[src/rtl/aurora_reset_sequencer.sv]
// Aurora 8b10b reset sequencer: releases pma_init first, then the core reset, then watches channel_up.
// Optional watchdog retry when the link does not come up: define AURORA_RST_WATCHDOG_EN.
module aurora_reset_sequencer #(
   parameter int PMA_HOLD   = 128,
   parameter int SYS_HOLD   = 64,
   parameter int WD_TIMEOUT = 65535,
   parameter int CNT_W      = 16
) (
   input  logic       CLK,
   input  logic       rst_in,
   input  logic       req,
   input  logic       channel_up,
   output logic       gt_reset,
   output logic       sys_reset,
   output logic       link_ok,
   output logic       busy,
   output logic [7:0] drop_cnt
`ifdef AURORA_RST_WATCHDOG_EN
   ,
   output logic       wd_retry
`endif
);

   typedef enum logic [1:0] {ST_PMA, ST_SYS, ST_WAIT, ST_UP} state_t;

   localparam logic [CNT_W-1:0] PMA_LAST = CNT_W'(PMA_HOLD - 1);
   localparam logic [CNT_W-1:0] SYS_LAST = CNT_W'(SYS_HOLD - 1);
`ifdef AURORA_RST_WATCHDOG_EN
   localparam logic [CNT_W-1:0] WD_LAST  = CNT_W'(WD_TIMEOUT - 1);
`endif

   // Hold times must be non-zero and representable by the counter.
   generate
      if (PMA_HOLD < 1 || SYS_HOLD < 1 || WD_TIMEOUT < 1 ||
          PMA_HOLD > (1 << CNT_W) - 1 || SYS_HOLD > (1 << CNT_W) - 1 ||
          WD_TIMEOUT > (1 << CNT_W) - 1) begin : g_bad_param
         $error("aurora_reset_sequencer: illegal hold/timeout parameter");
      end
   endgenerate

   state_t             state_reg, state_next;
   logic [CNT_W-1:0]   cnt_reg, cnt_next;
   logic [7:0]         drop_reg, drop_next;
   logic               timeout_next;
   logic               gt_next, sys_next, link_next, busy_next;
   logic               wd_reg;

   always_ff @(posedge CLK or posedge rst_in) begin
      if (rst_in) begin
         state_reg <= ST_PMA;
         cnt_reg   <= '0;
         drop_reg  <= '0;
         gt_reset  <= 1'b1;
         sys_reset <= 1'b1;
         link_ok   <= 1'b0;
         busy      <= 1'b1;
         wd_reg    <= 1'b0;
      end else begin
         state_reg <= state_next;
         cnt_reg   <= cnt_next;
         drop_reg  <= drop_next;
         gt_reset  <= gt_next;
         sys_reset <= sys_next;
         link_ok   <= link_next;
         busy      <= busy_next;
         wd_reg    <= timeout_next;
      end
   end

   always_comb begin
      state_next   = state_reg;
      cnt_next     = cnt_reg;
      drop_next    = drop_reg;
      timeout_next = 1'b0;
      // A drop seen in UP is counted even when req pre-empts the WAIT transition.
      if (state_reg == ST_UP && !channel_up && drop_reg != 8'hFF)
         drop_next = drop_reg + 8'd1;
      if (req) begin
         state_next = ST_PMA;
         cnt_next   = '0;
      end else begin
         case (state_reg)
            ST_PMA: begin
               if (cnt_reg == PMA_LAST) begin
                  state_next = ST_SYS;
                  cnt_next   = '0;
               end else begin
                  cnt_next = cnt_reg + 1'b1;
               end
            end
            ST_SYS: begin
               if (cnt_reg == SYS_LAST) begin
                  state_next = ST_WAIT;
                  cnt_next   = '0;
               end else begin
                  cnt_next = cnt_reg + 1'b1;
               end
            end
            ST_WAIT: begin
               if (channel_up) begin
                  state_next = ST_UP;
                  cnt_next   = '0;
               end
`ifdef AURORA_RST_WATCHDOG_EN
               else if (cnt_reg == WD_LAST) begin
                  state_next   = ST_PMA;
                  cnt_next     = '0;
                  timeout_next = 1'b1;
               end else begin
                  cnt_next = cnt_reg + 1'b1;
               end
`endif
            end
            default: begin
               if (!channel_up) begin
                  state_next = ST_WAIT;
                  cnt_next   = '0;
               end
            end
         endcase
      end
   end

   // Outputs are decoded from the next state so they land in flops on the same edge.
   always_comb begin
      gt_next   = (state_next == ST_PMA);
      sys_next  = (state_next == ST_PMA) || (state_next == ST_SYS);
      link_next = (state_next == ST_UP);
      busy_next = (state_next != ST_UP);
   end

   assign drop_cnt = drop_reg;

`ifdef AURORA_RST_WATCHDOG_EN
   assign wd_retry = wd_reg;
`else
   logic unused_wd;
   assign unused_wd = wd_reg;
`endif

endmodule

[config.mk]
export PLATFORM = sky130hd
export DESIGN_NAME = aurora_reset_sequencer
export DESIGN_NICKNAME = d
export VERILOG_FILES = /design/src/rtl/aurora_reset_sequencer.sv
export SDC_FILE = /design/constraint.sdc
export NUM_CORES = 1
export LEC_CHECK = 0
export ABC_AREA = 1
export BUFFER_PORTS_ARGS = -buffer_cell sky130_fd_sc_hd__buf_4
export CELL_PAD_IN_SITES_DETAIL_PLACEMENT = 1
export CELL_PAD_IN_SITES_GLOBAL_PLACEMENT = 1
export CORE_MARGIN = 1.5
export CORE_UTILIZATION = 44
export CTS_CLUSTER_SIZE = 20
export DETAILED_ROUTE_END_ITERATION = 7
export PLACE_DENSITY_LB_ADDON = 0.1
export SKIP_LAST_GASP = 1
export SLEW_MARGIN = 40
export SYNTH_ARGS = -nofsm -noshare
export SYNTH_HDL_FRONTEND = slang
export SYNTH_SLANG_ARGS = --single-unit
[constraint.sdc]
create_clock -name CLK -period 1.9 [get_ports CLK]
set_clock_uncertainty 0.15 [all_clocks]
set_input_delay 0 -clock CLK [delete_from_list [all_inputs] [get_ports CLK]]
set_output_delay 0 -clock CLK [all_outputs]
set_load 0.02 [all_outputs]
# After elaboration in Yosys (flattened, before gate mapping)

Cells that the tools add are included.

Bits of input ports: 4
Register bits after elaboration: 30

Reductions and logical operators: 7
Mux-type cells: 12
$add $sub $neg: 2
Eq/ne operators: 11

Operators with widths:

| kind                                           | number |
|---|---|
| 2-to-1 mux 16 bit                              | 5 |
| case mux 16 bit (3 select lines)               | 1 |
| adder 16 x 1 -> 16 bit, second input constant  | 1 |
| == test 16 x 6 -> 1 bit, second input constant | 1 |
| == test 16 x 7 -> 1 bit, second input constant | 1 |
| 2-to-1 mux 2 bit                               | 5 |
| adder 8 x 1 -> 8 bit, second input constant    | 1 |
| != test 8 bit, second input constant           | 1 |
| == test 2 bit, second input constant           | 3 |
| case mux 2 bit (3 select lines)                | 1 |
| != test 5 x 2 -> 1 bit, second input constant  | 1 |
| == test 2 x 1 -> 1 bit, second input constant  | 2 |
| zero test 2 bit                                | 2 |
| != test 3 bit, second input constant           | 1 |
| logical AND 1 bit                              | 2 |
| != test 2 bit, second input constant           | 1 |
| AND reduction 2 bit                            | 1 |
| zero test 1 bit                                | 1 |
| logical OR 1 bit                               | 1 |

# Depth between registers and ports, before layout

Depth after elaboration: 6
Depth in mapped cells: 11
Gate-level depth less buffers: 11

# Least setup slack after synthesis

No wires, ideal clock.

Kind: register to register
From: reg state_reg[0]
To: reg cnt_reg[10]
Clock period less this slack: 1.729 ns
Data required time: 1.633 ns
Cell stages (with the launch flop): 10
Arrival: 1.462 ns
Library setup time: 0.117 ns
Setup slack: 0.171 ns
Cells stage by stage: dfrtp_1 -> inv_1 -> ha_1 -> buf_2 -> o21ai_2 -> nand3_2 -> buf_6 -> buf_6 -> nand3_1 -> nand2_1

Cells in the longest elaborated chain, start to end: 3
Elaborated cells on any way between the ends: 8
Classes of those cells: eq/ne: 4; mux: 2; reduce/logical: 2

RTL lines:

| what                                                               | RTL line | text |
|---|---|---|
| start: declaration                                                 | 41       | `state_t state_reg, state_next;` |
| start signal: assignment                                           | 59       | `state_reg <= state_next;` |
| == test 2 bit (tied with other cells)                              | 82       | `case (state_reg)` |
| != test 5 x 2 -> 1 bit (no line) (tied with other cells)           | -        |  |
| AND reduction 2 bit (no line) or 2-to-1 mux 16 bit (tied branches) | -        |  |
| end signal: assignment                                             | 60       | `cnt_reg <= cnt_next;` |
| end: declaration                                                   | 42       | `logic [CNT_W-1:0] cnt_reg, cnt_next;` |

Several ways; a longest one is shown, not always the timed one.
A chain may end at the register's enable or synchronous reset.

# Worst setup path after layout

From: reg state_reg[1]
To: reg cnt_reg[8]

The elaborated chain is that of the path after synthesis.

==> summary.txt <==
Result of the run: finished clean
Portion of total power attributed to combinational logic: 0.067
List of most frequent post-synthesis cells: nand2_1 (82), inv_1 (33), dfrtp_1 (27), nand3_1 (25), nor2_1 (22)
CTS root buffer: clkbuf_8
Lkg Pwr: 1.24 nW
Proportion of power drawn by flip-flops and latches: 0.471
CTS tree: yes
Psw: 0.328 mW
Die width: 71.4 um
Total chip power: 1.40 mW
Worst Tran Pin Value: 417 ps
Number of flops mapped to enable cells by yosys: 0
Overflow after GRT: 0
Die area: 5100 um^2
Post-synthesis to final-layout area growth: 19.1%
Routed length on met1: 2.55 mm
Required time reported for the critical path endpoint: 1920 ps
Final critical-path required period: 1820 ps
Most numerous cell in the Yosys netlist: nand2_1
Yosys warning count: 0
Buffer depth of the longest clock path: 2
Syn nets: 290
First-pass GRT wire length: 9.44 mm
P per Cell Area: 569 nW/um^2
Routed length on met3: 176 um
Main synth FF type: dfrtp_1
Initial core utilization: 0.467
Nets: 319
Max FO, Critical Path: 12
Post-synthesis cell type count: 34
Core area: 4410 um^2
Average wire length per cell after detail routing: 15.7 um
Endpoints failing setup: 0
Async set-reset flop share out of synthesis: 1.00
Number of vias after detailed routing: 1923
Number of top-level pins: 16
Placement Rows: 24
Category of the most critical setup path: flop to flop
Clock net sink count: 30
Number of DRC violations after detailed-routing iteration 0: 77
Proportion of layout cells with a drive suffix above 1: 0.229
Core occupancy in the finished layout: 0.556
Wire length on met2: 2.90 mm
Depth of the worst register-to-register path: 8
Launching element type of the critical path: flop
Post-synth top area share: 0.328
Aggregate routed wire length: 5.70 mm
Slew Limit Headroom: 0.722
Cells after Synth: 280
Setup repair after global routing missed its margin: true
Detailed-route vias per instance: 5.31
Number of global-route vias before repair: 1990
Number of antenna violations at the first check in global routing: 0
DRC violation count after routing: 0
Total routing resource utilization after global routing: 0.237
Antenna cells: 0
Critical path arrival: 1840 ps
Number of endpoints with negative hold slack in the final report: 0
Insertion delay of the later-clocked pin in the worst-skew pair: 280 ps
Largest area contributor in the synthesized netlist: dfrtp_1
Top routing layer used: met4
CTS clock-pin slew for the worst setup and hold paths: 70 ps
Smallest setup slack after layout: 75.2 ps
Sequential element share of the synthesized area: 0.366
Worst voltage drop across the vdd grid: 0.385 mV
Die outline height: 71.4 um
Number of pins exceeding their max-slew limit in the final report: 0
Average instance area after synthesis: 7.36 um^2
Internal power: 1.07 mW
Crit path capture type: flop
Total clock buffers created by CTS: 5
Number of optimization iterations in the first detailed-route pass: 4
Buffers on Ports: 15
Max Clk Rate: 548 MHz
Synthesized flop and latch total: 30
Max H-tree Level: 2
Number of flip-flops under the largest register name: 16
Max_cap viols: 0
Remaining antenna violation count after routing: 0
Biggest area contributors in the synthesized netlist: dfrtp_1 (33%), nand2_1 (15%), nand3_1 (6.1%), inv_1 (6.0%), nor2_1 (4.0%)
GPL Wtd Cong: 0.822
Type of the tightest min-delay check: input pin to async pin
Worst slack after detailed placement: 33.6 ps
Proportion of power drawn by the clock network: 0.462
Switching Share: 0.235
Cell area after technology mapping: 2060 um^2
Fin crit share: 0.960
Half-perimeter wire length after placement: 3.98 mm
Pin count of the biggest net entering global routing: 31
## worst max-delay path, cell delays in order (launching register included)
cell,delay (ps)
dfrtp_1,410
inv_1,90
ha_1,310
o21ai_2,140
nand3_2,110
buf_4,160
clkbuf_16,170
nand3_1,100
nand2_1,70
## stage by stage
stage	instances	hold slack [ps]	area [um^2]	TNS, ps
after floorplan	280	-61.4	2060	0
after global placement	349	-34.4	2270	0
after detailed placement	349	-26.1	2270	0
after CTS	360	226	2410	0
after global routing	362	271	2450	-97.0
final	362	226	2450	0
## path summary, 6_finish.rpt
path / from / end / slack [ps]
min in group CLK: cnt_reg[1] / cnt_reg[1] / 410
setup reg to reg: state_reg[1] / cnt_reg[8] / 80
max in group asynchronous: rst_in / busy / 1050
setup / recovery: state_reg[1] / cnt_reg[8] / 80
hold reg to reg: cnt_reg[1] / cnt_reg[1] / 410
hold / removal: rst_in / link_ok / 230
## cell families after synthesis
| group | Yosys count | share of synthesized area |
|---|---|---|
| AOI/OAI and AO/OA | 26 | 0.0796 |
| adders and majority gates | 6 | 0.0365 |
| DFF | 30 | 0.366 |
| and+or+nand+nor | 163 | 0.378 |
| buffers and inverters | 44 | 0.0930 |
| xor gates and xnor gates | 11 | 0.0468 |
## layout make-up
type / count / area (um^2)
Inverter: 37 / 141
Timing Repair Buffer: 29 / 255
Clock inverter: 3 / 40.0
Sequential cell: 30 / 754
Clock buffer: 5 / 68.8
Multi-Input combinational cell: 206 / 1130
Fill cell: 569 / 1960
Tap cell: 52 / 65.1
## power groups by stage
| stage | combinational (mW) | clock (mW) | sequential (mW) |
|---|---|---|---|
| 2_1_floorplan | 0.0532 | 0 | 0.667 |
| 3_3_place_gp | 0.0780 | 0 | 0.669 |
| 3_5_place_dp | 0.0796 | 0 | 0.670 |
| 4_1_cts | 0.0859 | 0.655 | 0.658 |
| 5_1_grt | 0.102 | 0.680 | 0.659 |
| 6_report | 0.0932 | 0.646 | 0.658 |
## routing by layer
layer	GRT usage	vias to the layer above
met5	0	-
met4	0.0671	0
met3	0.0408	9
met2	0.407	35
met1	0.309	929
li1	-	950
## cells in the final DEF, fill, tap and decap left out, types with 4 or more instances in the layout
| cell | n |
|---|---|
| nand2_1 | 82 |
| inv_1 | 33 |
| dfrtp_1 | 27 |
| nand3_1 | 25 |
| buf_4 | 24 |
| nor2_1 | 20 |
| nand4_1 | 9 |
| xor2_1 | 9 |
| nand2_2 | 7 |
| a21oi_1 | 7 |
| nand3_2 | 5 |
| o21ai_1 | 5 |
| ha_1 | 5 |
| clkbuf_8 | 5 |
| nor2_2 | 4 |
| a21oi_2 | 4 |
## what timing repair did
item / 4_1_cts / 5_1_grt
endpoints found under the setup margin: 0 / 15
buffers inserted: 0 / 1
gates resized for setup: 0 / 5
hold buffers: 3 / 0
hold endpoints to repair: 38 / 0
No activity file was read; power rests on OpenSTA's default activity.
